[config.mk]
export PLATFORM = sky130hd
export DESIGN_NAME = mult_arbiter
export DESIGN_NICKNAME = d
export VERILOG_FILES = /design/src/rtl/mult_arb_pkg.sv /design/src/rtl/mult_arbiter_rr_select.sv /design/src/rtl/mult_arbiter.sv
export SDC_FILE = /design/constraint.sdc
export NUM_CORES = 1
export LEC_CHECK = 0
export ABC_AREA = 1
export CAP_MARGIN = 15
export CORE_MARGIN = 4
export CORE_UTILIZATION = 36
export DETAILED_ROUTE_END_ITERATION = 12
export HOLD_SLACK_MARGIN = 0.05
export PLACE_DENSITY = 0.76
export SLEW_MARGIN = 20
export SYNTH_ARGS = -nofsm -noshare
export SYNTH_HDL_FRONTEND = slang
export SYNTH_HIERARCHICAL = 1
export SYNTH_SLANG_ARGS = --single-unit
[constraint.sdc]
create_clock -name clock -period 1.21 [get_ports clock]
set_input_delay 0.1815 -clock clock [delete_from_list [all_inputs] [get_ports clock]]
set_output_delay 0.1815 -clock clock [all_outputs]
set_load 0.05 [all_outputs]
[src/rtl/mult_arb_pkg.sv]
// rtl/mult_arb_pkg.sv - shared FSM state type and default watchdog limit for mult_arbiter
package mult_arb_pkg;

    typedef enum logic [1:0] {
        IDLE  = 2'd0,
        START = 2'd1,
        BUSY  = 2'd2,
        RESP  = 2'd3
    } mult_arb_state_t;

    localparam int MULT_ARB_TIMEOUT_DEFAULT = 255;

endpackage

[src/rtl/mult_arbiter_rr_select.sv]
// rtl/mult_arbiter_rr_select.sv - round-robin requester selector, search starts just after last grant
module rr_select
    import mult_arb_pkg::*;
#(
    parameter int NREQ = 2,
    parameter int IW   = $clog2(NREQ)
) (
    input  logic [NREQ-1:0] req,
    input  logic [IW-1:0]   last,
    output logic            found,
    output logic [IW-1:0]   grant
);

    logic [IW-1:0] idx;

    // Walk the ring from farthest to nearest so the nearest requester overwrites the result.
    always_comb begin
        found = 1'b0;
        grant = '0;
        idx   = '0;
        for (int k = NREQ; k >= 1; k--) begin
            idx = IW'((int'(last) + k) % NREQ);
            if (req[idx]) begin
                found = 1'b1;
                grant = idx;
            end
        end
    end

endmodule

[src/rtl/mult_arbiter.sv]
// rtl/mult_arbiter.sv - round-robin arbiter sharing one multiplier among NREQ requesters
// Optional watchdog abort enabled by defining MULT_ARB_TIMEOUT_EN.
module mult_arbiter
    import mult_arb_pkg::*;
#(
    parameter int N              = 4,
    parameter int NREQ           = 2,
    parameter int TIMEOUT_CYCLES = MULT_ARB_TIMEOUT_DEFAULT
) (
    input  logic              clock,
    input  logic              reset,
    input  logic [NREQ-1:0]   req_valid,
    input  logic [NREQ*N-1:0] req_multiplicand,
    input  logic [NREQ*N-1:0] req_multiplier,
    output logic [NREQ-1:0]   req_ack,
    output logic [NREQ-1:0]   rsp_valid,
    output logic [2*N-1:0]    rsp_product,
    output logic [NREQ-1:0]   rsp_error,
    output logic              mult_start,
    output logic [N-1:0]      mult_multiplicand,
    output logic [N-1:0]      mult_multiplier,
    input  logic              mult_ready,
    input  logic [2*N-1:0]    mult_product
);

    localparam int IW = $clog2(NREQ);

    mult_arb_state_t state, state_next;
    logic [IW-1:0]   last_grant;
    logic [IW-1:0]   sel_grant;
    logic            sel_found;
    logic            do_grant;
    logic            done;
    logic            timeout;
    logic [N-1:0]    sel_multiplicand;
    logic [N-1:0]    sel_multiplier;

    rr_select #(.NREQ(NREQ), .IW(IW)) u_rr_select (
        .req   (req_valid),
        .last  (last_grant),
        .found (sel_found),
        .grant (sel_grant)
    );

    always_comb begin
        sel_multiplicand = '0;
        sel_multiplier   = '0;
        for (int i = 0; i < NREQ; i++) begin
            if (sel_grant == IW'(i)) begin
                sel_multiplicand = req_multiplicand[i*N +: N];
                sel_multiplier   = req_multiplier[i*N +: N];
            end
        end
    end

    assign do_grant   = (state == IDLE) && sel_found && mult_ready;
    assign done       = (state == BUSY) && mult_ready;
    assign mult_start = (state == START);
    assign rsp_valid  = (state == RESP) ? (NREQ'(1) << last_grant) : '0;

`ifdef MULT_ARB_TIMEOUT_EN
    localparam int WW = $clog2(TIMEOUT_CYCLES + 1);

    logic [WW-1:0] watchdog;
    logic          in_op;

    assign in_op   = (state == START) || (state == BUSY);
    // A completing multiplier wins over a watchdog expiring in the same cycle.
    assign timeout = in_op && !done && (watchdog == WW'(TIMEOUT_CYCLES - 1));

    always_ff @(posedge clock or posedge reset) begin
        if (reset) begin
            watchdog  <= '0;
            rsp_error <= '0;
        end else begin
            watchdog  <= in_op ? watchdog + 1'b1 : '0;
            rsp_error <= timeout ? (NREQ'(1) << last_grant) : '0;
        end
    end
`else
    // No watchdog built: the FSM waits on the multiplier indefinitely.
    assign timeout   = (TIMEOUT_CYCLES < 0);
    assign rsp_error = '0;
`endif

    always_comb begin
        state_next = state;
        case (state)
            IDLE:    if (do_grant) state_next = START;
            START:   if (timeout) state_next = IDLE;
                     else if (!mult_ready) state_next = BUSY;
            BUSY:    if (done) state_next = RESP;
                     else if (timeout) state_next = IDLE;
            RESP:    state_next = IDLE;
            default: state_next = IDLE;
        endcase
    end

    always_ff @(posedge clock or posedge reset) begin
        if (reset) begin
            state             <= IDLE;
            last_grant        <= IW'(NREQ - 1);
            req_ack           <= '0;
            mult_multiplicand <= '0;
            mult_multiplier   <= '0;
            rsp_product       <= '0;
        end else begin
            state   <= state_next;
            req_ack <= do_grant ? (NREQ'(1) << sel_grant) : '0;
            if (do_grant) begin
                last_grant        <= sel_grant;
                mult_multiplicand <= sel_multiplicand;
                mult_multiplier   <= sel_multiplier;
            end
            if (done) begin
                rsp_product <= mult_product;
            end
        end
    end

endmodule

==> reports/qor.yml <==
outcome:
  status: "finished, violations left"
  violations: "setup timing"
finish:
  num_antenna_cells: 0
  multi_input_area_um2: 534.3
  syn_to_final_growth_pct: 88.08
  final_common_cell: "nand2_1"
  layoutNonFillerInstCount: 228
  mostFrequentLayoutCells: "71 x nand2_1, 28 x clkdlybuf4s50_1, 22 x buf_12"
  fillCellCount: 211
  fin_area_um2: 1993
  drive_gt1_share_pct: 27.41
  fin_nets: 232
  regArea_um2: 526.8
critical_path:
  endpoint_kind: "output port"
  reg2reg_depth: 8
  crit_path_start_kind: "flip-flop"
  crit_fanout: 2
  cp.required_ps: 1030
  arrival_ps: 1240
  critPathKind: "reg -> out"
synth:
  yosysTopAreaCellShare_pct: 47.23
  synth_area_leaders: "dfrtp_1 47%, nand2_1 26%, ha_1 5.9%"
  yosys_warnings: 6
  synthDistinctLibCells: 18
  ys_ff_latch: 21
  synthesis.area_um2: 1060
  synth_area_per_cell_um2: 7.679
  synthCells: 138
  synth-seq-area-share_pct: 49.70
  yosysTopAreaCell: "dfrtp_1"
route:
  drc: 0
  drt_pass1_iterations: 4
  drtAntennaViolNets: 0
  drt-total-wl_mm: 2.997
  vias: 1067
  drt-wirelength-per-cell_um: 13.14
  drtIter0Drc: 48
  vias_per_cell: 4.680
cts:
  cts_tree: "built"
  cts_buffers: 3
  numClockSinks: 21
  hold_buffers: 0
  clkTransAtPathRegs_ps: 110
  cts.path.max_buffers: 2
  clock_latency_ps: 290
  clockRootBuffer: "clkbuf_4"
  cts.htree.levels: 1
die:
  start_util_pct: 38.10
  core_um2: 2781
  die_x_um: 62.26
  ios: 52
  die_height_um: 62.26
  row_count: 19
  die_area_um2: 3876
global_route:
  antenna_found_initial: 0
  grt_pass1_vias: 1188
  gr-total-overflow: 0
  grt_first_pass_wirelength_mm: 5.250
  grt_max_degree: 22
  track_usage_pct: 16.18
power_and_ir_drop:
  vdd_drop_max_uv: 2015
  p_per_area_nw_per_um2: 2655
  p_leak_nw: 0.9982
timing:
  finalSetupViolCount: 14
  slew_viol_final: 0
  fin_skew_ps: 3.354
  rsz0062_at_grt: "yes"
  fin_ws_ps: -209.7
  period_share_pct: 117.3
  max_freq_ghz: 0.7044
  layout_min_cycle_time_ps: 1420
  hold_viol_final: 0
  tns_ps: -1177
place:
  placed_cells: 221
  dpl_cell_area_um2: 1839
  gp_congestion: 0.8010
  portBuffers: 49
  place_hpwl_mm: 2.278
hold_path:
  hp-class: "in -> async"
flow_run:
  drv_cap: 0
## worst max-delay path, cell delays in order (launching register included)
cell and delay [ps]:
dfrtp_1 410, buf_6 130, ha_4 160, inv_2 60
nor2_4 40, buf_12 140
## layout make-up
type	instances	area share [%]
Inverter	11	2.637
Sequential cell	21	26.43
Clock buffer	4	1.318
Timing Repair Buffer	60	40.87
Tap cell	31	1.946
Multi-Input combinational cell	101	26.80
## metrics by stage
| stage | util [%] | power, mW | worst slack (ps) | hold slack, ps |
|---|---|---|---|---|
| after global placement | 66.13 | 4.533 | -172.0 | 502.2 |
| after CTS | 71.39 | 5.274 | -203.9 | 199.8 |
| after floorplan | - | 2.900 | -53.65 | 157.3 |
| after detailed placement | 66.13 | 4.614 | -232.4 | 522.7 |
| after global routing | 71.66 | 5.589 | -279.6 | 207.4 |
| final | 71.66 | 5.291 | -209.7 | 198.3 |
## power by group
group / internal (mW) / switching (mW)
sequential: 1.01 / 0.343
clock: 0.128 / 0.194
combinational: 1.71 / 1.90
total: 2.85 / 2.44
## state kept, by name, summed over array words and instances (netlist names)
signal             cells
mult_multiplicand      4
mult_multiplier        4
rsp_product            8
state                  2
last_grant             1
req_ack                2
## metal layers
| metal | up-vias | wire length [µm] | GRT usage, % |
|---|---|---|---|
| li1 | 528 | - | - |
| met1 | 488 | 1208 | 18.73 |
| met2 | 49 | 1493 | 28.24 |
| met3 | 2 | 281 | 6.126 |
| met4 | 0 | 13 | 3.448 |
| met5 | - | 0 | 0 |
## synthesized netlist by cell type, drive strengths merged
cell     n
nor2     3
clkinv   1
o21ai    1
nand2   76
a21oi    1
buf      6
or2      2
nand3   11
dfrtp   20
inv     10
dfstp    1
conb     1
ha       5
## worst paths after layout
| check | slack, ps | start | end |
|---|---|---|---|
| min in group clock | 450 | mult_product[7] | rsp_product[7]$_DFFE_PP0P_ |
| max reg2reg | -70 | state[0]$_DFFE_PP0P_ | state[0]$_DFFE_PP0P_ |
| max in group asynchronous | 800 | reset | last_grant$_DFFE_PP1P_ |
| max | -210 | state[1]$_DFFE_PP0P_ | rsp_valid[0] |
| min reg2reg | 530 | last_grant$_DFFE_PP1P_ | last_grant$_DFFE_PP1P_ |
| min | 200 | reset | rsp_product[6]$_DFFE_PP0P_ |
## timing repair
item | in CTS | in global routing
pin swaps | 3 | 2
gates cloned | 1 | 0
buffers inserted | 2 | 0
resized for setup | 27 | 3
endpoints found under the hold margin | 0 | 0
endpoints found under the setup margin | 16 | 23
## kinds of logic after synthesis
family / after synthesis / synth area share (%)
and+or+nand+nor: 92 / 35.30
DFF: 21 / 49.71
buffers and inverters: 17 / 7.790
adders and majority gates: 5 / 5.903
AOI/OAI and AO/OA: 2 / 0.9436
other: 1 / 0.3539
No activity file was read; power rests on OpenSTA's default activity.
